**config.mk**
```make
export PLATFORM = sky130hd
export DESIGN_NAME = key_event_unit
export DESIGN_NICKNAME = d
export VERILOG_FILES = /design/src/rtl/key_pkg.sv /design/src/rtl/key_channel.sv /design/src/rtl/key_event_unit.sv
export SDC_FILE = /design/constraint.sdc
export NUM_CORES = 1
export LEC_CHECK = 0
export ABC_AREA = 1
export CAP_MARGIN = 30
export CORE_AREA = 2 2 147 149
export CTS_CLUSTER_DIAMETER = 60
export DETAILED_ROUTE_END_ITERATION = 6
export DIE_AREA = 0 0 149 151
export PLACE_DENSITY = 0.66
export SYNTH_ARGS = -nofsm -noshare
export SYNTH_HDL_FRONTEND = slang
export SYNTH_HIERARCHICAL = 1
export SYNTH_SLANG_ARGS = --single-unit
```
**constraint.sdc**
```tcl
create_clock -name clk -period 2.6 [get_ports clk]
set_input_delay 0.52 -clock clk [delete_from_list [all_inputs] [get_ports clk]]
set_output_delay 0.52 -clock clk [all_outputs]
set_load 0.005 [all_outputs]
```
**src/rtl/key_pkg.sv**
```systemverilog
// Shared types and helpers for the debounced key front end.
package key_pkg;

    // Per-key event FSM: waiting for a press, timing the long press, or auto-repeating.
    typedef enum logic [1:0] {
        IDLE,
        HOLD,
        REPEAT
    } key_state_t;

    // Internal level that means "pressed", whatever the pin polarity.
    localparam logic KEY_PRESSED = 1'b1;

    // Polarity helper: maps a raw pin to the internal pressed level.
    function automatic logic pin_to_pressed(input logic active_low, input logic pin);
        return (active_low ? ~pin : pin) == KEY_PRESSED;
    endfunction

endpackage

```
**src/rtl/key_channel.sv**
```systemverilog
// One key channel: two-flop synchroniser, debounce filter and the
// press / long / repeat / release event FSM with registered pulse outputs.
module key_channel
    import key_pkg::*;
#(
    parameter int unsigned DEBOUNCE_CYCLES = 1000,
    parameter int unsigned HOLD_CYCLES     = 25_000_000,
    parameter int unsigned REPEAT_CYCLES   = 5_000_000
) (
    input  logic clk,
    input  logic resetn,
    input  logic raw,           // 1 = pressed, already polarity-corrected
    output logic pressed,
    output logic held,
    output logic released,
    output logic long_press,
    output logic repeat_pulse
);

    localparam int unsigned DW   = $clog2(DEBOUNCE_CYCLES + 1);
    localparam int unsigned HMAX = (HOLD_CYCLES > REPEAT_CYCLES) ? HOLD_CYCLES : REPEAT_CYCLES;
    localparam int unsigned HW   = $clog2(HMAX + 1);

    localparam logic [DW-1:0] DEB_LAST  = DW'(DEBOUNCE_CYCLES - 1);
    localparam logic [HW-1:0] HOLD_TERM = HW'(HOLD_CYCLES);
    localparam logic [HW-1:0] REP_TERM  = HW'(REPEAT_CYCLES);
    localparam logic [HW-1:0] HCNT_ONE  = HW'(1);

    logic          sync1;
    logic          sync2;
    logic          stable;
    logic [DW-1:0] dcnt;

    logic          accept;
    logic          rise;
    logic          fall;

    key_state_t    state;
    logic [HW-1:0] hcnt;

    // Synchronise the pin and accept a new level only after it has disagreed
    // with the debounced state for DEBOUNCE_CYCLES consecutive cycles.
    always_ff @(posedge clk) begin
        if (!resetn) begin
            sync1  <= 1'b0;
            sync2  <= 1'b0;
            stable <= 1'b0;
            dcnt   <= '0;
        end else begin
            sync1 <= raw;
            sync2 <= sync1;
            if (sync2 == stable) begin
                dcnt <= '0;
            end else if (dcnt == DEB_LAST) begin
                stable <= sync2;
                dcnt   <= '0;
            end else begin
                dcnt <= dcnt + DW'(1);
            end
        end
    end

    // Edge of the debounced level that takes effect at the coming clock edge,
    // so the FSM outputs line up with the update of stable.
    always_comb begin
        accept = (sync2 != stable) && (dcnt == DEB_LAST);
        rise   = accept && sync2;
        fall   = accept && !sync2;
    end

    // Event FSM; release has priority over a long or repeat due on the same edge.
    always_ff @(posedge clk) begin
        if (!resetn) begin
            state        <= IDLE;
            hcnt         <= '0;
            pressed      <= 1'b0;
            released     <= 1'b0;
            long_press   <= 1'b0;
            repeat_pulse <= 1'b0;
        end else begin
            pressed      <= 1'b0;
            released     <= 1'b0;
            long_press   <= 1'b0;
            repeat_pulse <= 1'b0;
            case (state)
                IDLE: begin
                    if (rise) begin
                        state        <= HOLD;
                        hcnt         <= HCNT_ONE;
                        pressed      <= 1'b1;
                        repeat_pulse <= 1'b1;
                    end
                end
                HOLD: begin
                    if (fall) begin
                        state    <= IDLE;
                        hcnt     <= '0;
                        released <= 1'b1;
                    end else if (hcnt == HOLD_TERM) begin
                        state        <= REPEAT;
                        hcnt         <= HCNT_ONE;
                        long_press   <= 1'b1;
                        repeat_pulse <= 1'b1;
                    end else begin
                        hcnt <= hcnt + HCNT_ONE;
                    end
                end
                REPEAT: begin
                    if (fall) begin
                        state    <= IDLE;
                        hcnt     <= '0;
                        released <= 1'b1;
                    end else if (hcnt == REP_TERM) begin
                        hcnt         <= HCNT_ONE;
                        repeat_pulse <= 1'b1;
                    end else begin
                        hcnt <= hcnt + HCNT_ONE;
                    end
                end
                default: begin
                    state <= IDLE;
                    hcnt  <= '0;
                end
            endcase
        end
    end

    // The debounced level is itself a register, so it drives key_held directly.
    assign held = stable;

endmodule

```
**src/rtl/key_event_unit.sv**
```systemverilog
// Debounced multi-key front end: applies pin polarity and instantiates one
// independent key_channel per key.
module key_event_unit
    import key_pkg::*;
#(
    parameter int unsigned NUM_KEYS        = 4,
    parameter bit          ACTIVE_LOW      = 1'b1,
    parameter int unsigned DEBOUNCE_CYCLES = 1000,
    parameter int unsigned HOLD_CYCLES     = 25_000_000,
    parameter int unsigned REPEAT_CYCLES   = 5_000_000
) (
    input  logic                clk,
    input  logic                resetn,
    input  logic [NUM_KEYS-1:0] KEY,
    output logic [NUM_KEYS-1:0] key_pressed,
    output logic [NUM_KEYS-1:0] key_held,
    output logic [NUM_KEYS-1:0] key_released,
    output logic [NUM_KEYS-1:0] key_long,
    output logic [NUM_KEYS-1:0] key_repeat
);

    logic [NUM_KEYS-1:0] raw;

    // Normalise every pin so that 1 means pressed inside the channels.
    always_comb begin
        raw = '0;
        for (int i = 0; i < int'(NUM_KEYS); i++) begin
            raw[i] = pin_to_pressed(ACTIVE_LOW, KEY[i]);
        end
    end

    for (genvar i = 0; i < int'(NUM_KEYS); i++) begin : g_key
        key_channel #(
            .DEBOUNCE_CYCLES (DEBOUNCE_CYCLES),
            .HOLD_CYCLES     (HOLD_CYCLES),
            .REPEAT_CYCLES   (REPEAT_CYCLES)
        ) u_channel (
            .clk          (clk),
            .resetn       (resetn),
            .raw          (raw[i]),
            .pressed      (key_pressed[i]),
            .held         (key_held[i]),
            .released     (key_released[i]),
            .long_press   (key_long[i]),
            .repeat_pulse (key_repeat[i])
        );
    end

endmodule

```
==> results of run 1 <==
## stage by stage
step / std cells / area [µm²] / hold slack (ns) / total power, mW
final: 1879 / 11400 / 0.416 / 5.46
after global routing: 1879 / 11400 / 0.431 / 5.66
after CTS: 1879 / 11400 / 0.422 / 5.55
after detailed placement: 1847 / 10800 / 0.403 / 2.86
after global placement: 1847 / 10800 / 0.393 / 2.86
after floorplan: 1567 / 10400 / 0.390 / 2.83
## per-layer routing
layer / global-route usage / vias to the layer above
met5: 0 / -
met4: 0.0490 / 0
met3: 0.0377 / 23
met2: 0.353 / 200
met1: 0.269 / 4168
li1: - / 4911
## tightest hold or removal path: cells and delay by family, from the launching register on
| family | cells | cell delay (ns) |
|---|---|---|
| AND/OR/NAND/NOR | 1 | 0.05 |
| flip-flops | 1 | 0.31 |
| buffers and inverters | 1 | 0.04 |
## state kept, by name, indices dropped and copies added (netlist names)
name and cells:
g_key.u_channel/hcnt 100, g_key.u_channel/dcnt 40, g_key.u_channel/state 8, g_key.u_channel/held 4, g_key.u_channel/long_press 4, g_key.u_channel/pressed 4
g_key.u_channel/released 4, g_key.u_channel/repeat_pulse 4, g_key.u_channel/sync1 4, g_key.u_channel/sync2 4
## path summary, 6_finish.rpt
kind	from	end	slack (ns)	cells after the start
max reg2reg	g_key[0].u_channel/dcnt[0]	g_key[0].u_channel/hcnt[13]	0.66	11
min reg2reg	g_key[1].u_channel/sync1	g_key[1].u_channel/sync2	0.42	2
max	g_key[0].u_channel/dcnt[0]	g_key[0].u_channel/hcnt[13]	0.66	11
min	g_key[1].u_channel/sync1	g_key[1].u_channel/sync2	0.42	2
## kinds of logic (layout without fill, tap and decap cells)
family	after synthesis	in the layout	synth area share
adders and majority gates	28	28	0.0338
buffers and inverters	295	332	0.121
AOI/OAI and AO/OA	98	98	0.0521
xor gates and xnor gates	48	48	0.0406
DFF	176	176	0.340
and+or+nand+nor	922	922	0.412
## synth_stat cells (all sizes together)
cell type and number:
xor2 40, nand4 37, ha 28, o22ai 3, nor3b 4, o21ai 33
a31oi 4, nor3 35, nor2 314, buf 18, nor4 2, o31ai 4
and2 3, a21oi 42, nand3 135, dfxtp 176, nand3b 9, inv 267
o211ai 9, xnor2 8, o21bai 3, clkinv 1, clkbuf 9, or2 3
nand2 380
## report_power, final
group / switching, mW / total [mW] / internal (mW)
clock: 1.14 / 2.66 / 1.53
combinational: 0.0646 / 0.0873 / 0.0228
sequential: 0.00405 / 2.71 / 2.70
total: 1.20 / 5.46 / 4.25
## cell type report
| type | count | area (µm²) |
|---|---|---|
| Multi-Input combinational cell | 1096 | 5580 |
| Sequential cell | 176 | 3520 |
| Tap cell | 275 | 344 |
| Clock buffer | 18 | 429 |
| Clock inverter | 14 | 183 |
| Fill cell | 2076 | 9460 |
| Timing Repair Buffer | 32 | 298 |
| Inverter | 268 | 1010 |
## placed cells by master, fill, tap and decap left out, types with 32 or more instances in the layout
| master | n |
|---|---|
| xor2_1 | 40 |
| o21ai_0 | 32 |
| inv_1 | 256 |
| nand2_1 | 337 |
| nor2_2 | 55 |
| nand4_1 | 34 |
| a21oi_1 | 42 |
| nand3_1 | 130 |
| nor2_1 | 255 |
| dfxtp_1 | 176 |
==> results_dict.tcl, run 1 <==
set metrics [dict create \
    status "complete, no violations" \
    seq_area_frac_synth 0.340 \
    drc 0 \
    ant_nets 0 \
    finalClockSkew_ns 0.0115 \
    drive_gt1_frac 0.106 \
    gp_congestion 0.911 \
    grt_first_pass_wirelength_mm 38.3 \
    grt_pass1_vias 8521 \
    cp_max_fo 20 \
    syn-cell-area_mm2 0.0104 \
    post_cts_buffers 0 \
    cts_hold_buffers 0 \
    grt_max_degree 25 \
    die_w_um 149 \
    wire_per_inst_um 11.9 \
    synth_seq_cells 176 \
    finalHoldViolations 0 \
    grt.total_usage 0.206 \
    fin_tns_setup_ns 0 \
    cp_cell_sequence "ha_1, nand2_1, nor2_2, nand4_1, nand2_2, buf_4, nand2_1, nor2_1, xor2_1, inv_1, nor2_1" \
    ys.warnings.count 6 \
    setup_ws_ns 0.657 \
    syn_area_per_cell_um2 6.61 \
    ys_types 39 \
    synth_top_area_frac 0.340 \
    io-pin-count 26 \
    vias_per_cell 4.95 \
    cts.path.max_buffers 2 \
    critical_path_arrival_ns 2.31 \
    wl_met2_mm 10.5 \
    diodes 0 \
    first_pass_iters 6 \
    nets 1625 \
    maxCapViolations 0 \
    hp-class "flop to flop" \
    syn_inst 1567 \
    clock_latency_ns 0.43 \
    setup_viol 0 \
    antenna_found_initial 0 \
    portBuffers 25 \
    worst_ep_required_time_ns 2.97 \
    root_buffer "clkbuf_16" \
    tritoncts "yes" \
    num_vias 9302 \
    worstSetupEndpointType "flop" \
    place_ws_ns 0.693 \
    fin_crit_ns 1.94 \
    core_area_mm2 0.0208 \
    p_leak_nw 4.66 \
    clk_pin_slew_ns 0.07 \
    p_per_area_mw_per_mm2 480 \
    cts_made_buffers 17 \
    slowest_delay_ns 0.36 \
    wl_met3_um 967 \
    cp-start-kind "flop" \
    path_delay_family "simple AND/OR/NAND/NOR gates" \
    critPathKind "flop to flop" \
    initial_core_util 0.497 \
    yosys.area.top_type "dfxtp_1" \
    drv_slew 0 \
    drt_iter0_drc 713 \
    fin_util 0.546 \
    fmax_ghz 0.515 \
    cts_sinks 176 \
    post-route-period-util 0.747 \
    htreeDepth 4 \
    wl_met1_mm 10.7 \
    die_h_um 151 \
    rows 53 \
    dieArea_mm2 0.0225 \
    area_growth_pct 9.70 \
    dr.max_layer_used "met4" \
    routed_wl_mm 22.3 \
    ys_top_cells_by_area "dfxtp_1 34%, nand2_1 12%, inv_1 9.3%" \
    syn_nets 1601 \
    dp_hpwl_mm 16.5 \
    worstMarginPinSlew_ns 0.739 \
    rsz0062_at_grt "false" \
    worst-path-buf-inv 2 \
    grt_overflow 0 \
    cp_slowest_cell "dfxtp_1" \
    slew_headroom 0.505 \
    ir_worst_vdd_mv 0.408 \
    cts_resized 0 \
]
No activity file was read; power rests on OpenSTA's default activity.
==> run 2: changes to the inputs <==
clock period = 1.9 ns   (was 2.6 ns; I/O delays follow)
==> run 2 against run 1 <==
Effect of this change:
- wire length increased by 1.6%
- sequential power increased by 37%
- non-clock buffer count increased by 17
- cell count increased by 0.90%
- global-route usage increased by 0.13 points
- clock-buffer cell count unchanged
- setup slack got worse by 0.52 ns
- register-to-register slack got worse by 0.52 ns
- sequential share of layout area decreased by 0.71 points
- die area unchanged
- critical path type unchanged
==> results_dict.tcl, run 2 (synthesized netlist as in run 1, its figures left out) <==
set metrics [dict create \
    hp-class "input port to flop" \
    worstSetupEndpointType "flop" \
    area_growth_pct 12.5 \
    status "complete, no violations" \
    slew_headroom 0.505 \
    p_per_area_mw_per_mm2 628 \
    finalHoldViolations 0 \
    grt_overflow 0 \
    cts_sinks 176 \
    routed_wl_mm 22.7 \
    finalClockSkew_ns 0.0108 \
    setup_viol 0 \
    portBuffers 25 \
    top_register "g_key.u_channel/hcnt" \
    htreeDepth 4 \
    ant_nets 0 \
    diodes 0 \
    wire_per_inst_um 12.0 \
    fin_util 0.560 \
    maxCapViolations 0 \
    drt_iter0_drc 708 \
    use_met2 0.343 \
    cp_cell_sequence "ha_1, nand2_1, nor2_2, nand4_1, nand2_2, inv_1, nor2_1, nand3_1, nand2_1, nand2_1, nor2_2" \
    die_h_um 151 \
    largest_reg_flops 100 \
    grt_busiest_layer "met2" \
    root_buffer "clkbuf_16" \
    cts.path.max_buffers 2 \
    vias_per_cell 4.93 \
    dp_hpwl_mm 16.8 \
    rsz0062_at_grt "true" \
    cp_max_fo 8 \
    io-pin-count 26 \
    initial_core_util 0.497 \
    cp-start-kind "flop" \
    final_common_cell "nand2_1" \
    met3_usage 0.0337 \
    grt_pass1_vias 8622 \
    nFillCells 2031 \
    path_delay_family "simple AND/OR/NAND/NOR gates" \
    clk_pin_slew_ns 0.07 \
    gp_congestion 0.959 \
    cts_made_buffers 17 \
    drv_slew 0 \
    grt.total_usage 0.207 \
    clock_latency_ns 0.44 \
    crit_top_cell "nand2_1" \
    core_area_mm2 0.0208 \
    worst-path-buf-inv 1 \
    nets 1642 \
    post-route-period-util 0.928 \
    first_pass_iters 6 \
    critical_path_arrival_ns 2.14 \
    tritoncts "yes" \
    grt_max_degree 23 \
    grt_first_pass_wirelength_mm 38.6 \
    dieArea_mm2 0.0225 \
    grt_use_met1 0.278 \
    fin_tns_setup_ns 0 \
    ir_worst_vdd_mv 0.609 \
    fin_crit_ns 1.76 \
    num_vias 9344 \
    final_cell_mix "336 x nand2_1, 253 x inv_1, 246 x nor2_1, 171 x dfxtp_1, 128 x nand3_1" \
    die_w_um 149 \
    drive_gt1_frac 0.130 \
    largest_registers "g_key.u_channel/hcnt (100), g_key.u_channel/dcnt (40), g_key.u_channel/state (8)" \
    rows 53 \
    worstMarginPinSlew_ns 0.740 \
    p_leak_nw 4.78 \
    worst_ep_required_time_ns 2.28 \
    cp_slowest_cell "dfxtp_1" \
    total_power_mw 7.32 \
    drc 0 \
    antenna_found_initial 0 \
    fmax_ghz 0.567 \
    whs_ns 0.375 \
    critPathKind "flop to flop" \
    slowest_delay_ns 0.35 \
]
[run 2: cell types whose count changed in the layout (fill, tap and decap cells not counted), sizes merged]
cell and change:
bufinv -2, clkinv +2, buf +17, inv +1, clkinvlp -1
[run 2: where the power goes]
| part | internal, mW | switching [mW] | leakage, nW |
|---|---|---|---|
| logic | 0.0418 | 0.0933 | 3.08 |
| clock network | 1.86 | 1.63 | 0.283 |
| registers | 3.70 | 0.00522 | 1.42 |
| total | 5.60 | 1.72 | 4.78 |
[run 2: metal layers]
layer	share of wire	wire length, µm
met1	0.48	10900
met2	0.47	10600
met3	0.038	869
met4	0.013	298
met5	0	0
[run 2: worst register-to-register path, cell delays in order (launching register included)]
cell	delay (ns)
dfxtp_1	0.35
ha_1	0.17
nand2_1	0.09
nor2_2	0.14
nand4_1	0.10
nand2_2	0.10
inv_1	0.15
nor2_1	0.28
nand3_1	0.12
nand2_1	0.07
nand2_1	0.06
nor2_2	0.09
[run 2: final timing paths]
path	from	end	slack, ns	cells after the start
worst max register to register	g_key[0].u_channel/dcnt[0]	g_key[0].u_channel/hcnt[21]	0.14	11
worst max-delay path	g_key[0].u_channel/dcnt[0]	g_key[0].u_channel/hcnt[21]	0.14	11
worst min-delay path	resetn	g_key[1].u_channel/sync2	0.38	3
worst min register to register	g_key[0].u_channel/sync1	g_key[0].u_channel/sync2	0.41	2
[run 2: area by class of cell]
class / count / area (µm²) / area share
Inverter: 268 / 1020 / 0.0875
Clock inverter: 14 / 149 / 0.0128
Tap cell: 275 / 344 / 0.0295
Sequential cell: 176 / 3530 / 0.303
Timing Repair Buffer: 49 / 463 / 0.0397
Clock buffer: 18 / 429 / 0.0368
Multi-Input combinational cell: 1096 / 5720 / 0.491
[run 2: through the flow]
| step | area (µm²) | std cells | worst slack [ns] |
|---|---|---|---|
| 2_1_floorplan | 10400 | 1567 | 0.309 |
| 3_3_place_gp | 10900 | 1861 | 0.0498 |
| 3_5_place_dp | 10900 | 1861 | 0.0497 |
| 4_1_cts | 11500 | 1893 | 0.0229 |
| 5_1_grt | 11700 | 1896 | -0.0566 |
| 6_report | 11700 | 1896 | 0.136 |
[run 2: what timing repair did]
item,in CTS,in global routing
hold buffers,0,0
setup endpoints to repair,0,72
resized for setup,0,36
buffers inserted,0,3
endpoints found under the hold margin,0,0
==> run 3: changes to the inputs <==
CORE_AREA = 2 2 135 137   (was 2 2 147 149)
CTS_CLUSTER_DIAMETER = 30   (was 60)
DIE_AREA = 0 0 137 139   (was 0 0 149 151)
PLACE_DENSITY = 0.77   (was 0.66)
REMOVE_ABC_BUFFERS = 1   (was default)
==> run 3 against run 2 <==
Effect of this change:
- register-to-register slack worse by 0.12 ns
- highest routed layer unchanged
- sequential share of layout area is 0.43 points lower
- cell count is 1.7% lower
- core utilization is 11 points higher
- combinational power hardly changed
- critical path depth is 1 lower
- flip-flop and latch count stayed put
- largest cell class unchanged
- total power is 3.3% higher
- clock power is 6.9% higher
- critical endpoint is now g_key[0].u_channel/hcnt[23]
- critical path type unchanged
- design area is 1.6% higher
- clock skew is 0.0010 ns higher
- hold slack better by 0.017 ns
==> results_dict.tcl, run 3 (synthesized netlist as in run 1, its figures left out) <==
set metrics [dict create \
    status "complete, no violations" \
    portBuffers 25 \
    wire_per_inst_um 12.6 \
    cp_slowest_cell "dfxtp_2" \
    nets 1657 \
    clock_latency_ns 0.44 \
    worstMarginPinSlew_ns 0.781 \
    diodes 0 \
    gp_congestion 0.967 \
    core_area_mm2 0.0177 \
    num_vias 9715 \
    finalNonFillerCells 1864 \
    critPathKind "flop to flop" \
    largest_registers "g_key.u_channel/hcnt (100), g_key.u_channel/dcnt (40), g_key.u_channel/state (8)" \
    cts.path.max_buffers 2 \
    final_common_cell "nand2_1" \
    hp-class "input port to flop" \
    grt_overflow 0 \
    die_w_um 137 \
    ir_worst_vdd_mv 0.707 \
    min_from "resetn" \
    fin_util 0.670 \
    maxCapViolations 0 \
    tritoncts "yes" \
    worstSetupEndpointType "flop" \
    rr_worst_depth 10 \
    dp_hpwl_mm 16.6 \
    rsz0062_at_grt "true" \
    cp_cell_sequence "ha_2, nand2_2, nor2_4, nand4_1, nand2_4, clkinvlp_4, buf_4, buf_4, o21ai_0, nor2_1" \
    place_ws_ns 0.0796 \
    crit_top_cell "buf_4" \
    vias_per_cell 5.21 \
    clk_pin_slew_ns 0.07 \
    p_leak_nw 4.87 \
    grt_pass1_vias 8722 \
    largest_reg_flops 100 \
    finalClockSkew_ns 0.0118 \
    r2r-end "g_key[0].u_channel/hcnt[23]" \
    final_cell_mix "334 x nand2_1, 251 x inv_1, 243 x nor2_1, 167 x dfxtp_1, 128 x nand3_1" \
    placed_cells 1811 \
    setup_ws_ns 0.0205 \
    fin_crit_ns 1.88 \
    hold_depth 4 \
    grt_max_degree 23 \
    routed_wl_mm 23.5 \
    top_register "g_key.u_channel/hcnt" \
    initial_core_util 0.587 \
    area_growth_pct 14.3 \
    first_pass_iters 5 \
    setup_viol 0 \
    slew_headroom 0.477 \
    ant_nets 0 \
    cts_sinks 176 \
    cts_made_buffers 17 \
    finalHoldViolations 0 \
    antenna_found_initial 0 \
    fmax_ghz 0.532 \
    drive_gt1_frac 0.146 \
    die_h_um 139 \
    drv_slew 0 \
    p_per_area_mw_per_mm2 639 \
    grt_first_pass_wirelength_mm 38.4 \
    r2r_slack_ns 0.02 \
    cts_hold_buffers 0 \
    root_buffer "clkbuf_16" \
    holdPathEnd "g_key[2].u_channel/sync1" \
    worst_ep_required_time_ns 2.23 \
    post-route-period-util 0.989 \
    cp_max_fo 6 \
    dieArea_mm2 0.0190 \
    cp-start-kind "flop" \
    critical_path_arrival_ns 2.21 \
    io-pin-count 26 \
    drc 0 \
    rows 49 \
    drt_iter0_drc 788 \
    grt.total_usage 0.242 \
    htreeDepth 4 \
    slowest_delay_ns 0.34 \
    reg2reg_from "g_key[0].u_channel/dcnt[0]" \
]
run 3: cell count changes in the layout (fill, tap and decap cells not counted), sizes merged:
cell | before | now
buf | 25 | 39
bufinv | 1 | 4
clkbuf | 18 | 19
clkinv | 6 | 4
clkinvlp | 4 | 9
inv | 271 | 264
run 3: final cells by class:
cell class	instances	area [µm²]
Sequential cell	176	3530
Timing Repair Buffer	64	617
Inverter	268	1030
Tap cell	229	287
Clock buffer	18	439
Fill cell	1540	5820
Clock inverter	13	186
Multi-Input combinational cell	1096	5740
run 3: worst max path at each step:
stage | from | endpoint | slack, ns | cells past startpoint
final | g_key[0].u_channel/dcnt[0] | g_key[0].u_channel/hcnt[23] | 0.02 | 10
after CTS | g_key[1].u_channel/dcnt[0] | g_key[1].u_channel/hcnt[13] | 0.04 | 11
after global routing | g_key[0].u_channel/dcnt[0] | g_key[0].u_channel/hcnt[3] | -0.1 | 9
after global placement | g_key[1].u_channel/dcnt[0] | g_key[1].u_channel/hcnt[21] | 0.1 | 11
after floorplan | g_key[0].u_channel/dcnt[0] | g_key[0].u_channel/hcnt[19] | 0.11 | 9
after detailed placement | g_key[1].u_channel/dcnt[0] | g_key[1].u_channel/hcnt[13] | 0.08 | 11
run 3: worst max-delay path, delay by kind of cell, from the launching register on:
| kind | cells | cell delay, ns |
|---|---|---|
| AND/OR/NAND/NOR | 5 | 0.56 |
| buffers and inverters | 3 | 0.52 |
| flip-flops | 1 | 0.34 |
| adder cells (fa/ha/maj) | 1 | 0.18 |
| AO/OA/AOI/OAI | 1 | 0.16 |
run 3: per-stage QoR:
step                      hold slack, ns  instance area, µm²  TNS (ns)  power, mW
after floorplan                    0.390               10100         0       3.85
after CTS                          0.370               11400         0       7.62
after global placement             0.393               10800         0       3.91
after detailed placement           0.396               10800         0       3.92
final                              0.392               11800         0       7.56
after global routing               0.382               11800    -0.570       7.80
run 3: where the power goes:
| group | internal (mW) | switching [mW] |
|---|---|---|
| Combinational | 0.0421 | 0.0951 |
| Clock | 2.23 | 1.49 |
| Sequential | 3.70 | 0.00545 |
| Total | 5.97 | 1.59 |
run 3: layer usage:
metal	track usage	vias up	routed length, µm
li1	-	4967	-
met1	0.327	4483	10900
met2	0.400	227	11100
met3	0.0376	38	1070
met4	0.0667	0	401
met5	0	-	0
run 3: repair_timing:
item                       in CTS  in global routing
setup buffers                   0                 21
setup endpoints to repair       0                 72
resized for setup               0                 58
